===== src/rtl/reg_cfg_pkg.sv =====
// ----------------------------------------------------------------------------
// reg_cfg_pkg
// Shared types and default widths for the register-bus initiator and the
// per-layer register files it drives.
//   REG_ADDR_W / REG_DATA_W : default register address / data widths
//   REG_TMO_W               : default poll retry-count width
//   cmd_op_t                : command opcode carried on cmd_op
//   cfg_state_t             : initiator FSM states
// ----------------------------------------------------------------------------
package reg_cfg_pkg;

  localparam int REG_ADDR_W = 14;
  localparam int REG_DATA_W = 16;
  localparam int REG_TMO_W  = 16;

  typedef enum logic [1:0] {
    OP_WR   = 2'b00,
    OP_RD   = 2'b01,
    OP_POLL = 2'b10,
    OP_RSVD = 2'b11
  } cmd_op_t;

  typedef enum logic [2:0] {
    ST_IDLE  = 3'd0,
    ST_WRITE = 3'd1,
    ST_READ  = 3'd2,
    ST_POLL  = 3'd3,
    ST_RESP  = 3'd4
  } cfg_state_t;

endpackage : reg_cfg_pkg


===== src/rtl/reg_cfg_master.sv =====
// ----------------------------------------------------------------------------
// reg_cfg_master
// Register-bus initiator. Takes write / read / poll-until-match commands on a
// valid/ready command channel, performs single-cycle accesses on the
// wr_en/rd_en/addr/write_data/read_data register bus, and returns one result
// per command on a valid/ready response channel.
//
// Ports
//   clk, rst_n            : clock, asynchronous active-low reset
//   cmd_valid/cmd_ready   : command handshake
//   cmd_op                : 00 write, 01 read, 10 poll, 11 reserved
//   cmd_addr, cmd_data    : target register, write data / poll expected value
//   cmd_mask, cmd_retries : poll compare mask, extra poll reads after the first
//   rsp_valid/rsp_ready   : response handshake
//   rsp_data, rsp_err     : result data, poll timeout / reserved-op flag
//   wr_en, rd_en          : bus strobes (registered)
//   addr, write_data      : bus address / write data (registered)
//   read_data             : bus read data, combinational from the responder
//   busy                  : FSM not idle
// ----------------------------------------------------------------------------
module reg_cfg_master
  import reg_cfg_pkg::*;
#(
  parameter int ADDR_W = REG_ADDR_W,
  parameter int DATA_W = REG_DATA_W,
  parameter int TMO_W  = REG_TMO_W
) (
  input  logic              clk,
  input  logic              rst_n,
  // command channel
  input  logic              cmd_valid,
  output logic              cmd_ready,
  input  logic [1:0]        cmd_op,
  input  logic [ADDR_W-1:0] cmd_addr,
  input  logic [DATA_W-1:0] cmd_data,
  input  logic [DATA_W-1:0] cmd_mask,
  input  logic [TMO_W-1:0]  cmd_retries,
  // response channel
  output logic              rsp_valid,
  input  logic              rsp_ready,
  output logic [DATA_W-1:0] rsp_data,
  output logic              rsp_err,
  // register bus
  output logic              wr_en,
  output logic              rd_en,
  output logic [ADDR_W-1:0] addr,
  output logic [DATA_W-1:0] write_data,
  input  logic [DATA_W-1:0] read_data,
  // status
  output logic              busy
);

  cfg_state_t        state_q,     state_d;
  logic [ADDR_W-1:0] addr_q,      addr_d;
  // write_data_q doubles as the poll expected value: both come from cmd_data.
  logic [DATA_W-1:0] write_data_q, write_data_d;
  logic [DATA_W-1:0] mask_q,      mask_d;
  logic [TMO_W-1:0]  cnt_q,       cnt_d;
  logic              wr_en_q,     wr_en_d;
  logic              rd_en_q,     rd_en_d;
  logic              rsp_valid_q, rsp_valid_d;
  logic [DATA_W-1:0] rsp_data_q,  rsp_data_d;
  logic              rsp_err_q,   rsp_err_d;

  logic              cmd_fire;
  logic              poll_hit;

  // Gating with rst_n keeps cmd_ready low while reset is asserted even though
  // the state register already sits in IDLE.
  assign cmd_ready = (state_q == ST_IDLE) && rst_n;
  assign busy      = (state_q != ST_IDLE);
  assign cmd_fire  = cmd_valid && cmd_ready;

  // Only bits selected by the mask take part in the poll compare.
  assign poll_hit  = ((read_data ^ write_data_q) & mask_q) == '0;

  // --------------------------------------------------------------------------
  // Next-state and registered-output logic
  // --------------------------------------------------------------------------
  always_comb begin
    state_d      = state_q;
    addr_d       = addr_q;
    write_data_d = write_data_q;
    mask_d       = mask_q;
    cnt_d        = cnt_q;
    wr_en_d      = 1'b0;
    rd_en_d      = 1'b0;
    rsp_valid_d  = 1'b0;
    rsp_data_d   = rsp_data_q;
    rsp_err_d    = rsp_err_q;

    unique case (state_q)
      ST_IDLE: begin
        if (cmd_fire) begin
          addr_d       = cmd_addr;
          write_data_d = cmd_data;
          mask_d       = cmd_mask;
          cnt_d        = cmd_retries;
          unique case (cmd_op_t'(cmd_op))
            OP_WR: begin
              state_d = ST_WRITE;
              wr_en_d = 1'b1;
            end
            OP_RD: begin
              state_d = ST_READ;
              rd_en_d = 1'b1;
            end
            OP_POLL: begin
              state_d = ST_POLL;
              rd_en_d = 1'b1;
            end
            default: begin
              // Reserved op: answer immediately, never touch the bus.
              state_d     = ST_RESP;
              rsp_valid_d = 1'b1;
              rsp_data_d  = '0;
              rsp_err_d   = 1'b1;
            end
          endcase
        end
      end

      ST_WRITE: begin
        state_d     = ST_RESP;
        rsp_valid_d = 1'b1;
        rsp_data_d  = write_data_q;
        rsp_err_d   = 1'b0;
      end

      ST_READ: begin
        state_d     = ST_RESP;
        rsp_valid_d = 1'b1;
        rsp_data_d  = read_data;
        rsp_err_d   = 1'b0;
      end

      ST_POLL: begin
        // Every poll cycle is a bus read; the value is kept so a timeout
        // reports the last value seen.
        rsp_data_d = read_data;
        if (poll_hit) begin
          state_d     = ST_RESP;
          rsp_valid_d = 1'b1;
          rsp_err_d   = 1'b0;
        end else if (cnt_q == '0) begin
          state_d     = ST_RESP;
          rsp_valid_d = 1'b1;
          rsp_err_d   = 1'b1;
        end else begin
          cnt_d   = cnt_q - 1'b1;
          rd_en_d = 1'b1;
        end
      end

      ST_RESP: begin
        if (rsp_ready) begin
          state_d = ST_IDLE;
        end else begin
          rsp_valid_d = 1'b1;
        end
      end

      default: begin
        state_d = ST_IDLE;
      end
    endcase
  end

  // --------------------------------------------------------------------------
  // State and output registers
  // --------------------------------------------------------------------------
  always_ff @(posedge clk or negedge rst_n) begin
    if (!rst_n) begin
      state_q      <= ST_IDLE;
      addr_q       <= '0;
      write_data_q <= '0;
      mask_q       <= '0;
      cnt_q        <= '0;
      wr_en_q      <= 1'b0;
      rd_en_q      <= 1'b0;
      rsp_valid_q  <= 1'b0;
      rsp_data_q   <= '0;
      rsp_err_q    <= 1'b0;
    end else begin
      state_q      <= state_d;
      addr_q       <= addr_d;
      write_data_q <= write_data_d;
      mask_q       <= mask_d;
      cnt_q        <= cnt_d;
      wr_en_q      <= wr_en_d;
      rd_en_q      <= rd_en_d;
      rsp_valid_q  <= rsp_valid_d;
      rsp_data_q   <= rsp_data_d;
      rsp_err_q    <= rsp_err_d;
    end
  end

  assign wr_en      = wr_en_q;
  assign rd_en      = rd_en_q;
  assign addr       = addr_q;
  assign write_data = write_data_q;
  assign rsp_valid  = rsp_valid_q;
  assign rsp_data   = rsp_data_q;
  assign rsp_err    = rsp_err_q;

endmodule : reg_cfg_master


===== config.mk =====
export PLATFORM = sky130hd
export DESIGN_NAME = reg_cfg_master
export DESIGN_NICKNAME = d
export VERILOG_FILES = /design/src/rtl/reg_cfg_pkg.sv /design/src/rtl/reg_cfg_master.sv
export SDC_FILE = /design/constraint.sdc
export NUM_CORES = 1
export LEC_CHECK = 0
export ABC_CLOCK_PERIOD_IN_PS = 3050
export BUFFER_PORTS_ARGS = -buffer_cell sky130_fd_sc_hd__buf_2
export CAP_MARGIN = 20
export CORE_MARGIN = 2
export CORE_UTILIZATION = 50
export DETAILED_ROUTE_END_ITERATION = 6
export HOLD_SLACK_MARGIN = 0.06
export PLACE_DENSITY = 0.81
export SLEW_MARGIN = 20
export SYNTH_ARGS = -nofsm -noshare
export SYNTH_HDL_FRONTEND = slang
export SYNTH_SLANG_ARGS = --single-unit

===== constraint.sdc =====
create_clock -name clk -period 3.05 [get_ports clk]
set_input_delay 0.61 -clock clk [delete_from_list [all_inputs] [get_ports clk]]
set_output_delay 0.61 -clock clk [all_outputs]
set_load 0.05 [all_outputs]

==> results of run 1 <==
## logic make-up after synthesis
group,synth area share
adder cells (fa/ha/maj),0.0152
multiplexers,0.0383
flip-flops,0.517
buffers and inverters,0.0429
AO/OA/AOI/OAI,0.157
XOR/XNOR,0.0383
AND/OR/NAND/NOR,0.191
## power by group
group	internal (mW)	switching, mW	total (mW)
Combinational	0.796	1.94	2.74
Sequential	1.65	0.477	2.12
Clock	0.318	0.468	0.786
## per-stage QoR
stage / util / cells / area [sq um] / total power, mW
6_report: 0.630 / 666 / 5100 / 5.65
5_1_grt: 0.630 / 666 / 5100 / 5.98
4_1_cts: 0.630 / 666 / 5100 / 5.66
3_5_place_dp: 0.607 / 650 / 4910 / 4.87
3_3_place_gp: 0.607 / 650 / 4910 / 4.79
2_1_floorplan: - / 420 / 4110 / 4.12
## synthesized netlist by cell type (4+ instances only)
master,count
a22oi_1,8
o21ai_0,7
ha_1,5
nor3_1,7
and2_1,4
xor2_1,18
a222oi_1,16
nor2_1,20
nand3_1,6
dfrtp_1,85
o22a_1,4
buf_2,8
mux2_2,14
nand2_1,108
a21oi_1,9
clkbuf_1,12
inv_1,22
nand4_1,6
## area by class of cell
cell class / instances / area, sq um
Clock buffer: 9 / 124
Clock inverter: 7 / 63.8
Fill cell: 699 / 2990
Inverter: 23 / 86.3
Multi-Input combinational cell: 291 / 1810
Sequential cell: 85 / 2130
Tap cell: 105 / 131
Timing Repair Buffer: 146 / 761
## flip-flops by register name (all words and copies together), names as in the netlist
signal and cells:
cnt_q 16, mask_q 16, rsp_data 16, write_data 16, addr 14, state_q 3, rd_en 1, rsp_err 1
rsp_valid 1, wr_en 1
## final timing paths
path	startpoint	to	slack, ps
max in group asynchronous	rst_n	cnt_q[8]	1720
setup reg to reg	cnt_q[4]	cnt_q[7]	700
min in group clk	cmd_data[11]	write_data[11]	430
hold reg to reg	mask_q[14]	mask_q[14]	480
hold / removal	rst_n	cnt_q[3]	70
setup / recovery	cnt_q[4]	cnt_q[7]	700
## metal layers
metal,routed length (um),track usage,share of wire,vias up
li1,-,-,-,1758
met1,4300,0.322,0.39,1754
met2,5440,0.431,0.50,175
met3,1010,0.0638,0.092,16
met4,203,0.103,0.019,0
met5,0,0,0,-
==> impl_metrics.csv, run 1 <==
group,metric,value,unit
outcome,outcome,"complete, no violations",
logic_synthesis,yosys_warnings,0,
cts,insertion_delay,360,ps
placement,io_buffers,135,
power_and_ir_drop,p_leak,2.64,nW
finish,layout_common_cells,"134 x buf_2, 108 x nand2_1, 85 x dfrtp_1",
sta,finalCritPeriodShare,0.770,
run,maxCapViolations,0,
sta,fmax,0.426,GHz
sta,layout_min_cycle_time,2350,ps
floorplanning,die_w,94.7,um
sta,worstMarginPinSlew,713,ps
finish,area_growth,24.1,%
placement,dp_hpwl,7800,um
logic_synthesis,yosysSeqAreaShare,0.517,
worst_setup_path,cp.required,3300,ps
global_route,grt_pass1_wl,17800,um
sta,relSlewSlack,0.525,
worst_setup_path,crit_family,"compound AO/OA/AOI/OAI gates",
placement,pre_cts_slack,496,ps
global_route,grt_pass1_vias,3651,
logic_synthesis,ys_ff_latch,85,
detailed_routing,drcViolationCount,0,
sta,final-hold-violation-count,0,
detailed_routing,vias,3703,
worst_setup_path,path_class,"reg2reg",
logic_synthesis,synth_nets,509,
logic_synthesis,synth_edf_count,0,
logic_synthesis,ys.flop_type,"dfrtp_1",
logic_synthesis,synthArstFlopShare,1.00,
detailed_routing,ant_nets,0,
logic_synthesis,netlist_top_cells_area,"dfrtp_1 52%, nand2_1 9.9%, a222oi_1 3.9%",
logic_synthesis,ys_types,57,
global_route,grt_use_total,0.258,
worst_setup_path,end_kind,"flip-flop",
sta,maxSlewViolCount,0,
worst_setup_path,crit_fanout,14,
cts,cts_buffers,9,
power_and_ir_drop,p_per_area,1110,mW/mm^2
detailed_routing,vias_per_cell,5.56,
cts,clockRootBuffer,"clkbuf_8",
detailed_routing,firstDrtPassIters,6,
worst_setup_path,critPathBufInv,1,
sta,setup_slack,702,ps
logic_synthesis,yosys.area.top_type,"dfrtp_1",
cts,clock-sinks,85,
worst_setup_path,cpPeakStageDelay,520,ps
worst_setup_path,path_cells,"nor4_2 > nand4_1 > o21ai_1 > buf_4 > a21oi_1 > o221a_2",
finish,n_antenna_cell,0,
detailed_routing,drt_iter0_markers,260,
logic_synthesis,netlist_instances,420,
floorplanning,initial_core_util,0.508,
power_and_ir_drop,ir_drop,0.982,mV
logic_synthesis,yosysTopAreaCellShare,0.517,
sta,finalSetupViolations,0,
floorplanning,ios,136,
detailed_routing,wl_per_cell,16.5,um
floorplanning,num_rows,33,
worst_setup_path,start_kind,"flip-flop",
logic_synthesis,syn_area,0.00411,sq mm
logic_synthesis,avgSynthCellArea,9.79,sq um
worst_setup_path,cp.depth,6,
finish,drive_gt1_frac,0.330,
cts,htree_levels,3,
worst_setup_path,worst_path_max_delay_cell,"o21ai_1",
sta,tns,0,ps
worst_setup_path,worstPathArrival,2600,ps
sta,finClkSkew,10.8,ps
floorplanning,die_area,0.00897,sq mm
cts,ctsHoldBuffers,0,
detailed_routing,totalWireLength,11000,um
global_route,grt_max_degree,59,
finish,final_nets,645,
worst_setup_path,r2r_cells,6,
cts,cts.clk_slew.worst_paths,90,ps
cts,cts_setup_buffers,0,
floorplanning,die_h,94.7,um
cts,cts_tree,"built",
sta,rsz0062_at_grt,"false",
cts,cts_buffer_depth,2,
cts,cts-resized-gates,0,
global_route,grt-ovfl-total,0,
floorplanning,core_area,0.00809,sq mm
global_route,antenna_found_initial,0,
finish,final_common_cell,"buf_2",
worst_hold_path,min_path_type,"in2async",
placement,globalplace.congestion,0.892,
sta,holdWs,74.3,ps
(Power assumes the default switching activity.)
==> inputs of run 2 (changes only) <==
ABC_CLOCK_PERIOD_IN_PS = 2200   (was 3050)
clock period = 2.2 ns   (was 3.05 ns; I/O delays follow)
==> impl_metrics.csv, run 2 (synthesis gave the netlist of run 1 again) <==
group,metric,value,unit
outcome,outcome,"complete, no violations",
floorplanning,num_rows,33,
worst_setup_path,path_class,"reg2reg",
detailed_routing,wl_per_cell,16.7,um
sta,finClkSkew,13.1,ps
worst_setup_path,cpPeakStageDelay,410,ps
sta,tns,0,ps
sta,finalCritPeriodShare,0.968,
worst_hold_path,min_path_type,"in2reg",
power_and_ir_drop,p_leak,2.70,nW
floorplanning,initial_core_util,0.508,
global_route,grt_use_total,0.265,
worst_setup_path,worstPathArrival,2360,ps
finish,final_cells,677,
sta,relSlewSlack,0.601,
run,maxCapViolations,0,
worst_setup_path,reg2reg_from,"cnt_q[1]",
sta,layout_min_cycle_time,2130,ps
cts,htree_levels,3,
cts,clockRootBuffer,"clkbuf_8",
floorplanning,die_area,0.00897,sq mm
cts,cts.clk_slew.worst_paths,90,ps
finish,drive_gt1_frac,0.351,
cts,clock-sinks,85,
power_and_ir_drop,ir_drop,1.27,mV
sta,rsz0062_at_grt,"true",
worst_hold_path,min_from,"cmd_data[11]",
worst_setup_path,end_kind,"flip-flop",
finish,layout_common_cells,"134 x buf_2, 108 x nand2_1, 85 x dfrtp_1",
sta,finalSetupViolations,0,
finish,final_area,0.00523,sq mm
finish,n_antenna_cell,0,
detailed_routing,ant_nets,0,
detailed_routing,totalWireLength,11300,um
sta,maxSlewViolCount,0,
detailed_routing,vias_per_cell,5.67,
detailed_routing,drcViolationCount,0,
cts,cts_buffers,9,
floorplanning,die_h,94.7,um
cts,cts_setup_buffers,0,
finish,final_common_cell,"buf_2",
detailed_routing,drt_iter0_markers,264,
cts,cts_tree,"built",
placement,dp_hpwl,8080,um
floorplanning,core_area,0.00809,sq mm
global_route,grt_pass1_vias,3764,
finish,num-fill-cells,663,
global_route,grt-ovfl-total,0,
placement,place_inst,661,
floorplanning,die_w,94.7,um
placement,placed_cell_area,0.00500,sq mm
detailed_routing,firstDrtPassIters,6,
finish,area_growth,27.1,%
placement,io_buffers,135,
global_route,antenna_found_initial,0,
worst_setup_path,start_kind,"flip-flop",
worst_setup_path,crit_start,"cnt_q[1]",
sta,final-hold-violation-count,0,
placement,globalplace.congestion,0.889,
worst_setup_path,worst_path_max_delay_cell,"dfrtp_1",
global_route,grt_max_degree,51,
cts,cts_buffer_depth,2,
global_route,grt_pass1_wl,18300,um
worst_setup_path,path_cells,"inv_1 > ha_1 > nor4b_1 > nand4_1 > o21a_2 > and3_1 > o32a_1",
floorplanning,ios,136,
sta,fmax,0.470,GHz
worst_setup_path,crit_fanout,7,
finish,final_nets,657,
power_and_ir_drop,p_per_area,1540,mW/mm^2
worst_setup_path,cp.required,2430,ps
sta,worstMarginPinSlew,598,ps
detailed_routing,vias,3841,
cts,insertion_delay,350,ps
[run 2: changes by cell type in the layout (fill, tap and decap cells not counted), moves of 2 or more]
cell        delta
clkinvlp_4     +2
o21ai_0        -2
inv_8          -3
buf_4         +10
[run 2: layout make-up]
class / instances / area [sq um] / share of cell area
Sequential cell: 85 / 2130 / 0.407
Multi-Input combinational cell: 291 / 1830 / 0.350
Timing Repair Buffer: 158 / 857 / 0.164
Inverter: 23 / 86.3 / 0.0165
Tap cell: 105 / 131 / 0.0251
Clock buffer: 9 / 124 / 0.0237
Clock inverter: 6 / 70.1 / 0.0134
[run 2: report_power, final]
part | internal [mW] | switching (mW)
Combinational | 1.22 | 2.81
Sequential | 2.28 | 0.614
Clock | 0.527 | 0.590
[run 2: stage by stage]
| step | setup WS (ps) | util | hold WS [ps] | total power, mW |
|---|---|---|---|---|
| 4_1_cts | 28.6 | 0.643 | 256 | 8.03 |
| 2_1_floorplan | 69.8 | - | 144 | 5.71 |
| 3_3_place_gp | 61.1 | 0.618 | 248 | 6.77 |
| 5_1_grt | -9.58 | 0.646 | 255 | 8.50 |
| 3_5_place_dp | 64.1 | 0.618 | 248 | 6.89 |
| 6_report | 71.2 | 0.646 | 273 | 8.05 |
[run 2: worst paths after layout]
path | endpoint | slack [ps] | cells after the start
max | cnt_q[12] | 70 | 7
min in group asynchronous | wr_en | 420 | 2
min reg2reg | mask_q[8] | 480 | 2
min | write_data[11] | 270 | 3
max in group asynchronous | rsp_data[8] | 990 | 3
max reg2reg | cnt_q[12] | 70 | 7
[run 2: routing by layer]
layer	GRT usage	vias to the layer above	wire length [um]
met1	0.333	1850	4340
met4	0.0882	0	209
li1	-	1779	-
met2	0.447	195	5700
met5	0	-	0
met3	0.0662	17	1080
[run 2: repair_timing]
action                                  in CTS  in global routing
endpoints found under the hold margin        1                  0
endpoints found under the setup margin       0                 22
hold buffers                                 1                  0
resized for setup                            0                 10
[run 2: critical path: cells and delay by family (launching register included)]
family | cells | cell delay (ps)
and+or+nand+nor | 3 | 720
AOI/OAI and AO/OA | 2 | 630
DFF | 1 | 410
buffers and inverters | 1 | 90
adders and majority gates | 1 | 170
